## config.mk

```make
export PLATFORM = sky130hd
export DESIGN_NAME = hazard_detect_unit
export DESIGN_NICKNAME = d
export VERILOG_FILES = /design/src/rtl/hazard_detect_unit_pkg.sv /design/src/rtl/hazard_detect_unit_sat_counter.sv /design/src/rtl/hazard_detect_unit.sv
export SDC_FILE = /design/constraint.sdc
export NUM_CORES = 1
export LEC_CHECK = 0
export CAP_MARGIN = 20
export CORE_MARGIN = 3
export CORE_UTILIZATION = 31
export DETAILED_ROUTE_END_ITERATION = 10
export GPL_ROUTABILITY_DRIVEN = 0
export GPL_TIMING_DRIVEN = 0
export PLACE_DENSITY = 0.84
export SLEW_MARGIN = 20
export SYNTH_ARGS = -nofsm -noshare
export SYNTH_HDL_FRONTEND = slang
export SYNTH_HIERARCHICAL = 1
export SYNTH_SLANG_ARGS = --single-unit
```

## constraint.sdc

```tcl
create_clock -name clk -period 5.3 [get_ports clk]
set_input_delay 1.06 -clock clk [delete_from_list [all_inputs] [get_ports clk]]
set_output_delay 1.06 -clock clk [all_outputs]
set_load 0.01 [all_outputs]
```

## src/rtl/hazard_detect_unit_pkg.sv

```systemverilog
// Shared opcode/funct constants, squash codes and FSM state encoding for the hazard detector.
package hazard_pkg;

    localparam logic [5:0] OP_RTYPE = 6'b000000;
    localparam logic [5:0] OP_MUL   = 6'b011100;
    localparam logic [5:0] OP_J     = 6'b000010;
    localparam logic [5:0] OP_JAL   = 6'b000011;
    localparam logic [5:0] OP_BEQ   = 6'b000100;
    localparam logic [5:0] OP_BNE   = 6'b000101;
    localparam logic [5:0] OP_SW    = 6'b101011;
    localparam logic [5:0] OP_SB    = 6'b101000;
    localparam logic [5:0] OP_SH    = 6'b101001;
    localparam logic [5:0] FN_JR    = 6'b001000;

    localparam logic [2:0] HJ_NONE   = 3'd0;
    localparam logic [2:0] HJ_SQUASH = 3'd1;

    typedef enum logic {
        RUN     = 1'b0,
        JR_WAIT = 1'b1
    } hd_state_e;

    // rt is a real source only for formats that read it; immediates reuse the field as a destination.
    function automatic logic op_uses_rt(input logic [5:0] op);
        return (op == OP_RTYPE) || (op == OP_MUL) || (op == OP_BEQ) || (op == OP_BNE) ||
               (op == OP_SW) || (op == OP_SB) || (op == OP_SH);
    endfunction

endpackage

```

## src/rtl/hazard_detect_unit_sat_counter.sv

```systemverilog
// Saturating up-counter with enable and asynchronous active-high reset.
module sat_counter #(
    parameter int W = 16
) (
    input  logic         clk_i,
    input  logic         reset_i,
    input  logic         en_i,
    output logic [W-1:0] count_o
);

    logic [W-1:0] count_q;
    logic [W-1:0] count_d;

    always_comb begin
        count_d = count_q;
        if (en_i && (count_q != {W{1'b1}})) begin
            count_d = count_q + 1'b1;
        end
    end

    always_ff @(posedge clk_i or posedge reset_i) begin
        if (reset_i) begin
            count_q <= '0;
        end else begin
            count_q <= count_d;
        end
    end

    assign count_o = count_q;

endmodule

```

## src/rtl/hazard_detect_unit.sv

```systemverilog
// ID-stage hazard detector: load-use and jr stalls, jump/branch flushes.
// Optional statistics counters are built only when HAZARD_STATS_EN is defined.
module hazard_detect_unit
    import hazard_pkg::*;
#(
    parameter int CNT_W = 16
) (
    input  logic       clk,
    input  logic       reset,
    input  logic [5:0] id_opcode,
    input  logic [5:0] id_funct,
    input  logic [4:0] id_rs,
    input  logic [4:0] id_rt,
    input  logic       idex_memread,
    input  logic       idex_regwrite,
    input  logic [4:0] idex_dst,
    input  logic       exmem_memread,
    input  logic [4:0] exmem_dst,
    input  logic       branch_taken_ex,
    output logic       pc_write,
    output logic       ifid_write,
    output logic       ifid_flush,
    output logic [2:0] hazardjump
`ifdef HAZARD_STATS_EN
    ,
    output logic [CNT_W-1:0] stall_count,
    output logic [CNT_W-1:0] flush_count
`endif
);

    hd_state_e state_q;
    hd_state_e state_d;

    logic is_j;
    logic is_jr;
    logic uses_rs;
    logic uses_rt;
    logic rs_live;
    logic rt_live;
    logic load_use;
    logic jr_ex;
    logic jr_mem;
    logic jr_load_ex;

    assign is_j    = (id_opcode == OP_J) || (id_opcode == OP_JAL);
    assign is_jr   = (id_opcode == OP_RTYPE) && (id_funct == FN_JR);
    assign uses_rs = !is_j;
    assign uses_rt = op_uses_rt(id_opcode);

    // $0 is hardwired, so a match on it can never carry a stale value.
    assign rs_live = uses_rs && (id_rs != 5'd0);
    assign rt_live = uses_rt && (id_rt != 5'd0);

    assign load_use   = idex_memread && ((rs_live && (id_rs == idex_dst)) ||
                                         (rt_live && (id_rt == idex_dst)));
    assign jr_ex      = is_jr && rs_live && idex_regwrite && (idex_dst == id_rs);
    assign jr_mem     = is_jr && rs_live && exmem_memread && (exmem_dst == id_rs);
    assign jr_load_ex = jr_ex && idex_memread;

    always_comb begin
        state_d    = state_q;
        pc_write   = 1'b1;
        ifid_write = 1'b1;
        ifid_flush = 1'b0;
        hazardjump = HJ_NONE;
        if (!reset) begin
            unique case (state_q)
                RUN: begin
                    if (branch_taken_ex) begin
                        ifid_flush = 1'b1;
                        hazardjump = HJ_SQUASH;
                    end else if (load_use || jr_ex || jr_mem) begin
                        pc_write   = 1'b0;
                        ifid_write = 1'b0;
                        hazardjump = HJ_SQUASH;
                        if (jr_load_ex) begin
                            state_d = JR_WAIT;
                        end
                    end else if (is_j || is_jr) begin
                        ifid_flush = 1'b1;
                    end
                end
                JR_WAIT: begin
                    state_d = RUN;
                    if (branch_taken_ex) begin
                        ifid_flush = 1'b1;
                        hazardjump = HJ_SQUASH;
                    end else begin
                        pc_write   = 1'b0;
                        ifid_write = 1'b0;
                        hazardjump = HJ_SQUASH;
                    end
                end
                default: state_d = RUN;
            endcase
        end
    end

    always_ff @(posedge clk or posedge reset) begin
        if (reset) begin
            state_q <= RUN;
        end else begin
            state_q <= state_d;
        end
    end

`ifdef HAZARD_STATS_EN
    sat_counter #(.W(CNT_W)) u_stall_cnt (
        .clk_i   (clk),
        .reset_i (reset),
        .en_i    (!pc_write),
        .count_o (stall_count)
    );

    sat_counter #(.W(CNT_W)) u_flush_cnt (
        .clk_i   (clk),
        .reset_i (reset),
        .en_i    (ifid_flush),
        .count_o (flush_count)
    );
`endif

endmodule

```

After elaboration in Yosys (flattened, before gate mapping)
Index checks and enable logic that the tools add are counted.
Word-level totals
  bits in registers: 1
  bits in latches: 0
  memory bits (writable): 0
  bits in read-only memories: 0
  input port bits: 38
  output and inout bits: 6
  word-level logic and storage cells: 60
  memories kept: 0
Cells by class
  add/subtract/negate cells: 0
  multiply operators: 0
  divide/modulo/power cells: 0
  order comparisons: 0
  equal/unequal tests: 13
  shift operators: 0
  multiplexer cells: 18
  bitwise logic cells: 1
  reduce and logical (&&, ||, !) cells: 27
Operators by type and width (number)
  $eq 5x5->1: 4
  $eq 6x6->1 const B: 3
  $mux 1: 13
  $eq 6x2->1 const B: 2
  $eq 6x3->1 const B: 2
  $logic_and 1x1->1: 12
  $logic_or 1x1->1: 11
  $reduce_bool 5->1: 2
  $eq 6x4->1 const B: 1
  $eq 6x5->1 const B: 1
  $logic_not 6->1: 1
  $pmux 1 s2: 3
  $pmux 3 s2: 1
  $mux 3: 1
  $logic_not 1->1: 1
  $not 1->1: 1

Longest topological paths before layout
Gate-level depths: netlist of the first run.
  depth after elaboration: 17
  gate-level depth with buffers: 6
  gate-level depth less buffers: 5

Worst setup path before layout of the first run
OpenSTA, ideal clock, no wires.
  path kind: input-to-output
  from: in id_opcode[2]
  to: out pc_write
  data arrival time: 2.602 ns
  required time: 4.240 ns
  path slack: 1.638 ns
  cell stages on the path: 5
  path buffers: 1
  path through: or4_4 > or4b_4 > o21ai_2 > o21ai_1 > buf_4
On the way
  word-level cells in the longest chain between the ends: 17
  elaborated cells on any way between the ends: 35
  classes of those cells: eq/ne (8); mux (4); reduce/logical (23)
Ends and longest elaborated chain
  start: declaration: line hazard_detect_unit.sv:10  | input logic [5:0] id_opcode,
  $eq 6x5->1 or $logic_not 6->1 (tied branches): line hazard_detect_unit_pkg.sv:25, hazard_detect_unit.sv:46
  $logic_or 1x1->1 (4 in a row): line hazard_detect_unit_pkg.sv:25  | return (op == OP_RTYPE) || (op == OP_MUL) || (op == OP_BEQ) || (op == OP_BNE) ||
  $logic_or 1x1->1 (2 in a row): line hazard_detect_unit_pkg.sv:26  | (op == OP_SW) || (op == OP_SB) || (op == OP_SH);
  $logic_and 1x1->1: line hazard_detect_unit.sv:52  | assign rt_live = uses_rt && (id_rt != 5'd0);
  $logic_and 1x1->1: line hazard_detect_unit.sv:55  | (rt_live && (id_rt == idex_dst)));
  $logic_or 1x1->1: line hazard_detect_unit.sv:54  | assign load_use = idex_memread && ((rs_live && (id_rs == idex_dst)) ||
  $logic_and 1x1->1: line hazard_detect_unit.sv:54
  $logic_or 1x1->1: line hazard_detect_unit.sv:72  | end else if (load_use || jr_ex || jr_mem) begin
  $logic_or 1x1->1 *: line hazard_detect_unit.sv:72
  $mux 1 * (2 in a row)
  $pmux 1 s2 *
  $mux 1 *
  end: declaration: line hazard_detect_unit.sv:20  | output logic pc_write,
Mark *: on every way between the ends. The rest lies on a longest branch, timed or not.

Worst setup path in the final report of the first run
  from: in id_opcode[3]
  to: out pc_write
On the way
  word-level cells in the longest chain between the ends: 17
  elaborated cells on any way between the ends: 35
  classes of those cells: eq/ne (8); mux (4); reduce/logical (23)
Ends and longest elaborated chain
  $eq 6x5->1 or $logic_not 6->1 (tied branches): line hazard_detect_unit_pkg.sv:25, hazard_detect_unit.sv:46
  $logic_or 1x1->1 (4 in a row): line hazard_detect_unit_pkg.sv:25
  $logic_or 1x1->1 (2 in a row): line hazard_detect_unit_pkg.sv:26
  $logic_and 1x1->1: line hazard_detect_unit.sv:52
  $logic_and 1x1->1: line hazard_detect_unit.sv:55
  $logic_or 1x1->1: line hazard_detect_unit.sv:54
  $logic_and 1x1->1: line hazard_detect_unit.sv:54
  $logic_or 1x1->1: line hazard_detect_unit.sv:72
  $logic_or 1x1->1 *: line hazard_detect_unit.sv:72
  $mux 1 *: line hazard_detect_unit.sv:72
  $mux 1 *: line hazard_detect_unit.sv:69  | if (branch_taken_ex) begin
  $pmux 1 s2 *: line hazard_detect_unit.sv:67  | unique case (state_q)
  $mux 1 *: line hazard_detect_unit.sv:66  | if (!reset) begin
Marked as above.

==> results of run 1 <==
-- kinds of logic after synthesis --
logic type | count (synthesis) | share of synthesized area
AND/OR/NAND/NOR | 25 | 0.320
other | 1 | 0.00835
XOR/XNOR | 14 | 0.273
buffers and inverters | 6 | 0.0752
flip-flops | 1 | 0.0557
AO/OA/AOI/OAI | 14 | 0.267
-- placed cells by master (no fill, tap or decap), types with 2 or more instances in the layout --
cell and instances:
nor3_1 5, o2111ai_1 2, nand2_1 6, conb_1 2, xor2_1 8, xnor2_1 6, nor2_1 5, buf_4 3
clkdlybuf4s50_1 41, inv_1 3
-- worst paths after layout --
check,end,cells after the start,from
worst min-delay path,state_q,1,state_q
max in group asynchronous,state_q,2,reset
min in group asynchronous,state_q,2,reset
worst max-delay path,pc_write,7,id_opcode[3]
worst max register to register,state_q,1,state_q
worst min register to register,state_q,1,state_q
-- per-stage QoR --
step	setup slack [ns]	hold slack (ns)	util	area, um^2	instances
floorplan	1.64	0.469	-	453	62
global placement	0.725	0.487	0.661	882	118
detailed placement	0.719	0.512	0.661	882	118
CTS	0.707	0.512	0.661	882	118
global route	0.615	0.523	0.661	882	118
finish	0.709	0.504	0.661	882	118
-- per-layer routing --
layer | vias to the layer above | wire length (um) | track usage
met5 | - | 0 | 0
met1 | 271 | 618 | 0.201
li1 | 312 | - | -
met2 | 13 | 795 | 0.282
met4 | 0 | 0 | 0.0241
met3 | 0 | 46 | 0.00813
-- final cells by class --
type                    instances  area (um^2)  area share
multi-input cells              55          394       0.447
flip-flops and latches          1         25.0      0.0284
well taps                      15         18.8      0.0213
plain buffers                   3         22.5      0.0255
inverters                       3         11.3      0.0128
repair buffers                 41          410       0.465
-- power by group --
group	switching, W	total (W)	internal, W
Combinational	0.0000194	0.0000561	0.0000367
Sequential	0.0000000000183	0.00000777	0.00000777
Clock	0	0	0
Total	0.0000194	0.0000639	0.0000445
==> impl_metrics.tcl, run 1 <==
set metrics [dict create \
    critPathCaptureType "output port" \
    startpoint_type "input pin" \
    synth_edf_count 0 \
    worstSkewPairLatency_ns 0 \
    cp_max_fo 5 \
    worstPathArrival_ns 3.53 \
    max_stage_delay_ns 0.55 \
    num_io_pins 44 \
    wire_per_inst_um 12.4 \
    cp_cell_sequence "clkdlybuf4s50_1 -> or4_4 -> or4b_4 -> o21ai_2 -> o21ai_1 -> buf_4 -> clkdlybuf4s50_1" \
    rows 13 \
    largest_reg_flops 1 \
    synth_area_leaders "xor2_1, xnor2_1, dfrtp_1, nor3_1, buf_4" \
    post_drt_via_cell_ratio 5.05 \
    fin_crit_ns 4.59 \
    post-route-period-util 0.866 \
    final_net_count 143 \
    cpLargestDelayFamily "simple AND/OR/NAND/NOR gates" \
    fmax_mhz 218 \
    hpwl_um 1370 \
    synth_top_cell_by_area "xor2_1" \
    num_antenna_cells 0 \
    rrSetupSlack_ns 4.46 \
    yosysTopAreaCellShare 0.156 \
    nFillCells 132 \
    path_clk_slew_ns 0 \
    die_y_um 44.1 \
    ant_nets 0 \
    area_growth_pct 96.4 \
    grtUsageTotal 0.154 \
    criticalPathCategory "in2out" \
    synth_warnings 6 \
    ys.flop_type "dfrtp_1" \
    regMostFlops "state_q" \
    setup_viol 0 \
    run_status "complete, no violations" \
    hold_viol 0 \
    tns_ns 0 \
    powerDensity_nw_per_um2 72.4 \
    io_buffers 41 \
    timing.hold.worst.class "reg2reg" \
    cap_violations 0 \
    vdd_ir_drop_max_uv 46.6 \
    fin_skew_ns 0 \
    cts_resized 0 \
    drive_above_1_share 0.0971 \
    via_count 596 \
    start_util 0.337 \
    synth_common_cells "xor2_1, nand2_1, xnor2_1" \
    synth-async-reset-ratio 1.00 \
    seq_area_frac_synth 0.0557 \
    die_w_um 44.1 \
    drt_wl_total_um 1460 \
    cp_slowest_cell "or4_4" \
    synth-seq-cells 1 \
    synth.distinct_cells 31 \
    path_common_cell "clkdlybuf4s50_1" \
    synth.most_common_cell "xor2_1" \
    core_area_um2 1330 \
    power.total_w 0.0000639 \
    p_leak_nw 0.322 \
    reg_top3 "state_q: 1 flops" \
    dr.pass1.iters 4 \
    drt_first_iter_violations 7 \
    cts_hold_buf 0 \
    synth_area_um2 449 \
    die_area_um2 1940 \
    first_global_vias 585 \
    grt_max_degree 6 \
    drc 0 \
    critical_path_buf_inv_count 3 \
    post-cts-setup-buffer-count 0 \
    avgSynthCellArea_um2 7.36 \
    slew_violations 0 \
    crit_required_ns 4.24 \
    rsz0062_at_grt "no" \
    synth_cells 61 \
    grt-ovfl-total 0 \
    antenna_found_initial 0 \
    grt_pass1_wl_um 2430 \
]
Note: power is estimated with default switching activity, not from simulation.
==> inputs of run 2 (changes only) <==
--- a/config.mk
+++ b/config.mk
@@ -6,12 +6,14 @@
 export NUM_CORES = 1
 export LEC_CHECK = 0
 export CAP_MARGIN = 20
+export CELL_PAD_IN_SITES_DETAIL_PLACEMENT = 0
+export CELL_PAD_IN_SITES_GLOBAL_PLACEMENT = 1
 export CORE_MARGIN = 3
-export CORE_UTILIZATION = 31
+export CORE_UTILIZATION = 19
 export DETAILED_ROUTE_END_ITERATION = 10
 export GPL_ROUTABILITY_DRIVEN = 0
 export GPL_TIMING_DRIVEN = 0
-export PLACE_DENSITY = 0.84
+export PLACE_DENSITY_LB_ADDON = 0.1
 export SLEW_MARGIN = 20
 export SYNTH_ARGS = -nofsm -noshare
 export SYNTH_HDL_FRONTEND = slang
==> impl_metrics.tcl, run 2 (synthesis gave the netlist of run 1 again) <==
set metrics [dict create \
    run_status "complete, no violations" \
    num_io_pins 44 \
    drt_first_iter_violations 2 \
    vdd_ir_drop_max_uv 41.5 \
    post-cts-setup-buffer-count 0 \
    critical_path_buf_inv_count 3 \
    fin_skew_ns 0 \
    num_antenna_cells 0 \
    most-common-layout-cells "clkdlybuf4s50_1, xor2_1, nand2_1, xnor2_1" \
    post_dp_cell_area_um2 897 \
    via_count 577 \
    cts_hold_buf 0 \
    timing.hold.worst.class "reg2reg" \
    crit_required_ns 4.24 \
    drc 0 \
    drt_wl_total_um 1460 \
    hpwl_um 1360 \
    die_w_um 54.6 \
    r2r_cells 1 \
    path_clk_slew_ns 0 \
    powerDensity_nw_per_um2 70.9 \
    dp_slack_ns 0.689 \
    slew_violations 0 \
    io_buffers 41 \
    design_area_um2 897 \
    die_y_um 54.6 \
    hold_end "state_q" \
    wire_per_inst_um 11.2 \
    cpLargestDelayFamily "simple AND/OR/NAND/NOR gates" \
    drive_above_1_share 0.0971 \
    post_drt_via_cell_ratio 4.44 \
    startpoint_type "input pin" \
    worstSkewPairLatency_ns 0 \
    start_util 0.214 \
    regMostFlops "state_q" \
    path_common_cell "clkdlybuf4s50_1" \
    die_area_um2 2980 \
    min_from "state_q" \
    layout_commonest_cell "clkdlybuf4s50_1" \
    final_net_count 143 \
    cap_violations 0 \
    post-route-util 0.427 \
    max_stage_delay_ns 0.55 \
    cts_resized 0 \
    antenna_found_initial 0 \
    dr.pass1.iters 4 \
    grt_max_degree 6 \
    grt_pass1_wl_um 2080 \
    critPathCaptureType "output port" \
    worstPathArrival_ns 3.54 \
    core_area_um2 2100 \
    cp_slowest_cell "or4_4" \
    setup_slack_ns 0.696 \
    reg2reg_to "state_q" \
    ant_nets 0 \
    tns_ns 0 \
    fmax_mhz 217 \
    cp_cell_sequence "clkdlybuf4s50_1 -> or4_4 -> or4b_4 -> o21ai_2 -> o21ai_1 -> buf_4 -> clkdlybuf4s50_1" \
    grtUsageTotal 0.0896 \
    grt-ovfl-total 0 \
    rows 16 \
    rrSetupSlack_ns 4.47 \
    first_global_vias 511 \
    p_leak_nw 0.322 \
    cp_max_fo 5 \
    fin_crit_ns 4.60 \
    criticalPathCategory "in2out" \
    post-route-period-util 0.869 \
    r2r_start "state_q" \
    area_growth_pct 99.7 \
    setup_viol 0 \
    largest_reg_flops 1 \
    rsz0062_at_grt "no" \
    holdPathStages 1 \
    hold_viol 0 \
    reg_top3 "state_q: 1 flops" \
]
## run 2: worst max path at each step
stage	from	endpoint	slack, ns	depth (start not counted)
after floorplan	id_opcode[2]	pc_write	1.64	5
after global placement	id_opcode[3]	pc_write	0.70	7
after detailed placement	id_opcode[3]	pc_write	0.69	7
after CTS	id_opcode[3]	pc_write	0.69	7
after global routing	id_opcode[3]	pc_write	0.60	7
final	id_opcode[3]	pc_write	0.70	7
## run 2: layer usage
layer	track usage	vias up	share of wire
li1	-	309	-
met1	0.121	253	0.43
met2	0.163	15	0.50
met3	0.00545	0	0.071
met4	0	0	0
met5	0	-	0
## run 2: final cells by class
class,instances,area (um^2)
Fill cell,231,1200
Sequential cell,1,25.0
Timing Repair Buffer,41,410
Multi-Input combinational cell,55,394
Buffer,3,22.5
Inverter,3,11.3
Tap cell,27,33.8
## run 2: through the flow
stage / instances / hold WS (ns) / total power (W)
floorplan: 62 / 0.469 / 0.0000265
global placement: 130 / 0.501 / 0.0000637
detailed placement: 130 / 0.503 / 0.0000641
CTS: 130 / 0.503 / 0.0000643
global route: 130 / 0.527 / 0.0000689
finish: 130 / 0.496 / 0.0000636
## run 2: where the power goes
| part | switching (W) | leakage [nW] | internal [W] |
|---|---|---|---|
| Sequential | 0.0000000000176 | 0.0140 | 0.00000777 |
| Clock | 0 | 0 | 0 |
| Combinational | 0.0000191 | 0.308 | 0.0000367 |
==> patch 1, RTL diff (flow settings as in run 2) <==
Add an input register stage for `id_rs`, cleared by the reset; this delays it by one clock. The other inputs are not delayed to match.
--- a/src/rtl/hazard_detect_unit.sv
+++ b/src/rtl/hazard_detect_unit.sv
@@ -28,6 +28,16 @@
 `endif
 );
 
+    logic [4:0] id_rs_q;
+
+    always_ff @(posedge clk or posedge reset) begin
+        if (reset) begin
+            id_rs_q <= '0;
+        end else begin
+            id_rs_q <= id_rs;
+        end
+    end
+
     hd_state_e state_q;
     hd_state_e state_d;
 
@@ -48,13 +58,13 @@
     assign uses_rt = op_uses_rt(id_opcode);
 
     // $0 is hardwired, so a match on it can never carry a stale value.
-    assign rs_live = uses_rs && (id_rs != 5'd0);
+    assign rs_live = uses_rs && (id_rs_q != 5'd0);
     assign rt_live = uses_rt && (id_rt != 5'd0);
 
-    assign load_use   = idex_memread && ((rs_live && (id_rs == idex_dst)) ||
+    assign load_use   = idex_memread && ((rs_live && (id_rs_q == idex_dst)) ||
                                          (rt_live && (id_rt == idex_dst)));
-    assign jr_ex      = is_jr && rs_live && idex_regwrite && (idex_dst == id_rs);
-    assign jr_mem     = is_jr && rs_live && exmem_memread && (exmem_dst == id_rs);
+    assign jr_ex      = is_jr && rs_live && idex_regwrite && (idex_dst == id_rs_q);
+    assign jr_mem     = is_jr && rs_live && exmem_memread && (exmem_dst == id_rs_q);
     assign jr_load_ex = jr_ex && idex_memread;
 
     always_comb begin
Check against the original RTL: not equivalent (a bounded check fails within 4 cycles, from zero or initial values and one cycle with reset high).
==> patch 1 against run 2 <==
  * Worst setup slack better by 0.23 ns
  * Wire length up 14%
  * Total power up 130%
  * Cell count up 9.2%
  * Final area up 16%
  * Hold slack worse by 0.0066 ns
  * Global-route usage up 0.75 points
  * Area after synthesis up 26%
  * Register-to-register slack worse by 0.51 ns
  * Sequential cell count up 5
  * Largest cell class unchanged
  * Highest routed layer unchanged
==> patch 1: results (changes against run 2) <==
Cell at the root of the clock tree: clkbuf_4
Switching Fraction: 0.248 (-0.0521)
Outcome: complete, no violations
Cts repair resizes: 0 (unchanged)
Share of the synthesized netlist area taken by xor and xnor gates: 0.217 (-0.0562)
Total number of yosys warnings: 6 (unchanged)
Total leakage power: 0.399 nW (+24%)
Flip-flop cell with the highest count after synthesis: dfrtp_1
Number of inserted filler cells in the final layout: 300 (+30%)
Total met2 wirelength after detailed routing: 708 um (-2.7%)
Final Hold Vio Count: 0 (unchanged)
TritonCTS Buffers: 3
Fraction of the yosys area taken by sequential cells: 0.265 (+0.210)
Maximum vdd drop: 0.0000658 V (+59%)
Wire length reported by the detailed router: 1660 um (+14%)
Skew-Pair Late Insertion Delay: 0.24 ns (+0.24 ns)
Wire length on met3: 135 um (+30%)
First-pass GRT wire length: 2670 um (+29%)
Maximum buffer depth of the clock tree: 2
Worst clock skew on the final layout: 0.000943 ns (+0.000943 ns)
Share of synthesized registers carrying an async set or reset: 1.00 (unchanged)
Tightest Hold Check Type: reg -> reg
Mux share of post-synthesis cell area: 0 (unchanged)
Clock transition at the register clock pins on the worst setup and hold paths after CTS: 0.04 ns (+0.04 ns)
H-tree level count: 1
Antenna violations before repair: 0 (unchanged)
Maximum fanout count along the critical path: 4 (-1)
Number of setup buffers added after CTS: 0 (unchanged)
Top Registers: id_rs_q (5), state_q (1)
Maximum number of pins on one net before global-route repair: 8 (+2)
Vias in the first global route: 612 (+20%)
Highest routed metal layer: met3
Cell types occupying the most area after synthesis: dfrtp_1 27%, xor2_1 12%, xnor2_1 9.3%, a2111oi_0 4.6%, buf_4 4.0%
Area fraction in compound gates after synthesis: 0.226 (-0.0417)
Number of nets in the layout: 151 (+5.6%)
Largest reg by FF count: id_rs_q
Post-detailed-placement cell area: 0.00102 mm2 (+14%)
Fraction of layout instances using a drive strength above 1: 0.0901 (-0.00700)
Inserted Diodes: 0 (unchanged)
Via/cell ratio: 4.41 (-0.68%)
Number of DRC markers after the initial detailed-route iteration: 11 (+9)
Design Area, Final: 0.00104 mm2 (+16%)
Global-route total usage across every layer: 0.0971 (+0.00753)
Drt first pass iters: 2 (-2)
Total routed wire length on the met1 layer: 817 um (+30%)
Most used standard cells in the synthesized netlist: 8 x xor2_1, 6 x dfrtp_1, 6 x nand2_1, 6 x xnor2_1, 5 x nor2_1
DP Wirelength: 1440 um (+5.6%)
Crit path DAT: 3.31 ns (-0.23 ns)
Adder-cell area share of the yosys netlist: 0 (unchanged)
Netlist cell types: 28 (-9.7%)
patch 1: cell types whose count changed after synthesis, moves of 2 or more:
cell,change
o2111ai_1,-2
nor3_1,-2
a2111oi_0,+3
nand4_1,+2
dfrtp_1,+5
patch 1: critical path, cell delays in order:
cell             delay, ns
clkdlybuf4s50_1       0.46
or4_4                 0.56
nor2_1                0.10
nand4_1               0.14
o21ai_2               0.23
o21ai_0               0.13
buf_4                 0.15
clkdlybuf4s50_1       0.47
patch 1: area by class of cell:
| cell class | count | area, um2 | share of cell area |
|---|---|---|---|
| Timing Repair Buffer | 41 | 410 | 0.394 |
| Multi-Input combinational cell | 54 | 382 | 0.367 |
| Sequential cell | 6 | 150 | 0.144 |
| Tap cell | 31 | 38.8 | 0.0373 |
| Clock buffer | 3 | 22.5 | 0.0216 |
| Buffer | 3 | 22.5 | 0.0216 |
| Inverter | 4 | 15.0 | 0.0144 |
patch 1: kinds of logic after synthesis:
group / after synthesis
XOR/XNOR: 14
other: 1
AO/OA/AOI/OAI: 15
buffers and inverters: 7
flip-flops: 6
AND/OR/NAND/NOR: 23
patch 1: metal layers:
| metal | GRT usage | vias to the layer above |
|---|---|---|
| met5 | 0 | - |
| met4 | 0.0372 | 0 |
| met3 | 0.0234 | 0 |
| met2 | 0.144 | 24 |
| met1 | 0.137 | 273 |
| li1 | - | 329 |
patch 1: path summary, 6_finish.rpt:
kind | from | slack, ns | cells after the start | endpoint
setup / recovery | id_opcode[2] | 0.93 | 8 | pc_write
hold reg to reg | state_q | 0.49 | 1 | state_q
hold / removal | state_q | 0.49 | 1 | state_q
max in group asynchronous | reset | 3.92 | 2 | id_rs_q[2]
min in group asynchronous | reset | 1.18 | 2 | id_rs_q[4]
setup reg to reg | id_rs_q[2] | 3.96 | 4 | state_q
patch 1: power groups by stage:
| stage | Clock [mW] | Combinational, mW | Sequential, mW |
|---|---|---|---|
| floorplan | 0 | 0.0185 | 0.0504 |
| finish | 0.0410 | 0.0547 | 0.0503 |
| CTS | 0.0432 | 0.0555 | 0.0504 |
| global placement | 0 | 0.0548 | 0.0511 |
| detailed placement | 0 | 0.0550 | 0.0511 |
| global route | 0.0443 | 0.0599 | 0.0507 |
patch 1: per-stage QoR:
step / cells / utilization / hold WS, ns / worst slack [ns]
5_1_grt: 142 / 0.371 / 0.519 / 0.695
6_report: 142 / 0.371 / 0.489 / 0.926
3_5_place_dp: 139 / 0.363 / 0.485 / 0.914
3_3_place_gp: 139 / 0.363 / 0.480 / 0.926
2_1_floorplan: 67 / - / 0.451 / 1.87
4_1_cts: 142 / 0.371 / 0.494 / 0.899
==> patch 2, RTL diff (settings of run 2) <==
Made on the original files. Build with the macro `HAZARD_STATS_EN` defined.
--- a/src/rtl/hazard_detect_unit.sv
+++ b/src/rtl/hazard_detect_unit.sv
@@ -1,5 +1,7 @@
 // ID-stage hazard detector: load-use and jr stalls, jump/branch flushes.
 // Optional statistics counters are built only when HAZARD_STATS_EN is defined.
+`define HAZARD_STATS_EN
+
 module hazard_detect_unit
     import hazard_pkg::*;
 #(
Formal check against the unedited RTL (old outputs only; new: flush_count and stall_count): equivalent (equiv_simple and equiv_induct, registers matched by name and starting in step).
==> patch 2 against run 2 <==
  * Area after synthesis rose to 4.6 times the old value
  * Via count increased to 3.1 times the old value
  * First-iteration DRC count rose to 14 times the old value
  * Die area grew to 4.0 times the old value
  * Critical path type unchanged
  * Critical path depth unchanged
  * Worst setup slack worse by 0.30 ns
  * Wire length increased to 3.8 times the old value
  * Sequential cell count is 32 higher
  * Highest routed layer is now met4
  * Final area increased to 3.4 times the old value
Power is left out: it rests on default switching activity, and per cell area and clock period it moved more than threefold.
==> patch 2: results (changes against run 2) <==
Outcome: complete, no violations
Wire length on met3: 249 um (+140%)
Area fraction in compound gates after synthesis: 0.0713 (-0.196)
Mux share of post-synthesis cell area: 0.0317 (+0.0317)
Met1 Resource Use GR: 0.124 (+0.00334)
Placed insts: 412 (+220%)
Critical Path Source: id_rs[0]
Number of DRC markers after the initial detailed-route iteration: 28 (+26)
Worst clock skew on the final layout: 0.00914 ns (+0.00914 ns)
Path depth of the worst reg2reg path: 6 (+5)
Most used standard cells in the synthesized netlist: 37 x xnor2_1, 33 x dfrtp_1, 17 x nand3_1
Fraction of the yosys area taken by sequential cells: 0.402 (+0.347)
Number of inserted filler cells in the final layout: 1122 (+390%)
Global routing met2 resource utilization: 0.159 (-0.00394)
Mean post-synth cell area: 10.2 um2 (+38%)
Final-layout worst hold slack: 0.487 ns (-0.00915 ns)
CP max-delay cell: clkdlybuf4s50_1
GR met3 Demand/Resource: 0.0223 (+0.0169)
Maximum number of pins on one net before global-route repair: 17 (+11)
R2r setup slk: 3.02 ns (-1.45 ns)
Total routed wire length on the met1 layer: 2440 um (+290%)
Crit share post-route: 0.924 (+0.0558)
First-pass GRT wire length: 9090 um (+340%)
Total met2 wirelength after detailed routing: 2790 um (+280%)
Largest stage delay on the critical path: 0.66 ns (+0.11 ns)
Global-route total usage across every layer: 0.0963 (+0.00671)
I/O Buffers: 73 (+78%)
Worst setup path endpoint: ifid_flush
Family with the most delay on the worst path: buffers and inverters
Cell types occupying the most area after synthesis: dfrtp_1 40%, xnor2_1 16%, nand3_1 4.1%, nand4_1 4.0%, nand2_1 2.7%
FF-to-FF End: u_flush_cnt/count_o[14]
Combined flip-flop and latch cell area: 826 um2 (+3200%)
Adder-cell area share of the yosys netlist: 0.0122 (+0.0122)
Place WS: 0.381 ns (-0.308 ns)
Number of vias in the routed layout: 1789 (+210%)
Number of nets in the layout: 323 (+130%)
Wire length reported by the detailed router: 5540 um (+280%)
Highest routed metal layer: met4
Post-detailed-placement cell area: 0.00296 mm2 (+230%)
Non-filler cells, final: 420 (+220%)
DP Wirelength: 4440 um (+230%)
Crit path DAT: 3.84 ns (+0.30 ns)
## patch 2: cell count changes after synthesis, sizes merged, moves of 3 or more
cell,run 2,this run
nand3,0,17
nor2,5,11
xnor2,6,37
and3,0,10
mux2,0,4
nand4,1,17
nand2,6,17
xor2,8,0
and4,0,8
dfrtp,1,33
a21oi,1,4
## patch 2: logic make-up after synthesis
| logic type | Yosys count |
|---|---|
| muxes | 6 |
| AOI/OAI and AO/OA | 19 |
| DFF | 33 |
| other | 1 |
| adders and majority gates | 2 |
| buffers and inverters | 8 |
| and+or+nand+nor | 96 |
| xor gates and xnor gates | 37 |
## patch 2: cell type report
cell class / count / share of cell area
Multi-Input combinational cell: 162 / 0.387
Sequential cell: 33 / 0.269
Timing Repair Buffer: 73 / 0.238
Tap cell: 136 / 0.0554
Clock buffer: 7 / 0.0281
Clock inverter: 1 / 0.00977
Buffer: 3 / 0.00733
Inverter: 5 / 0.00611
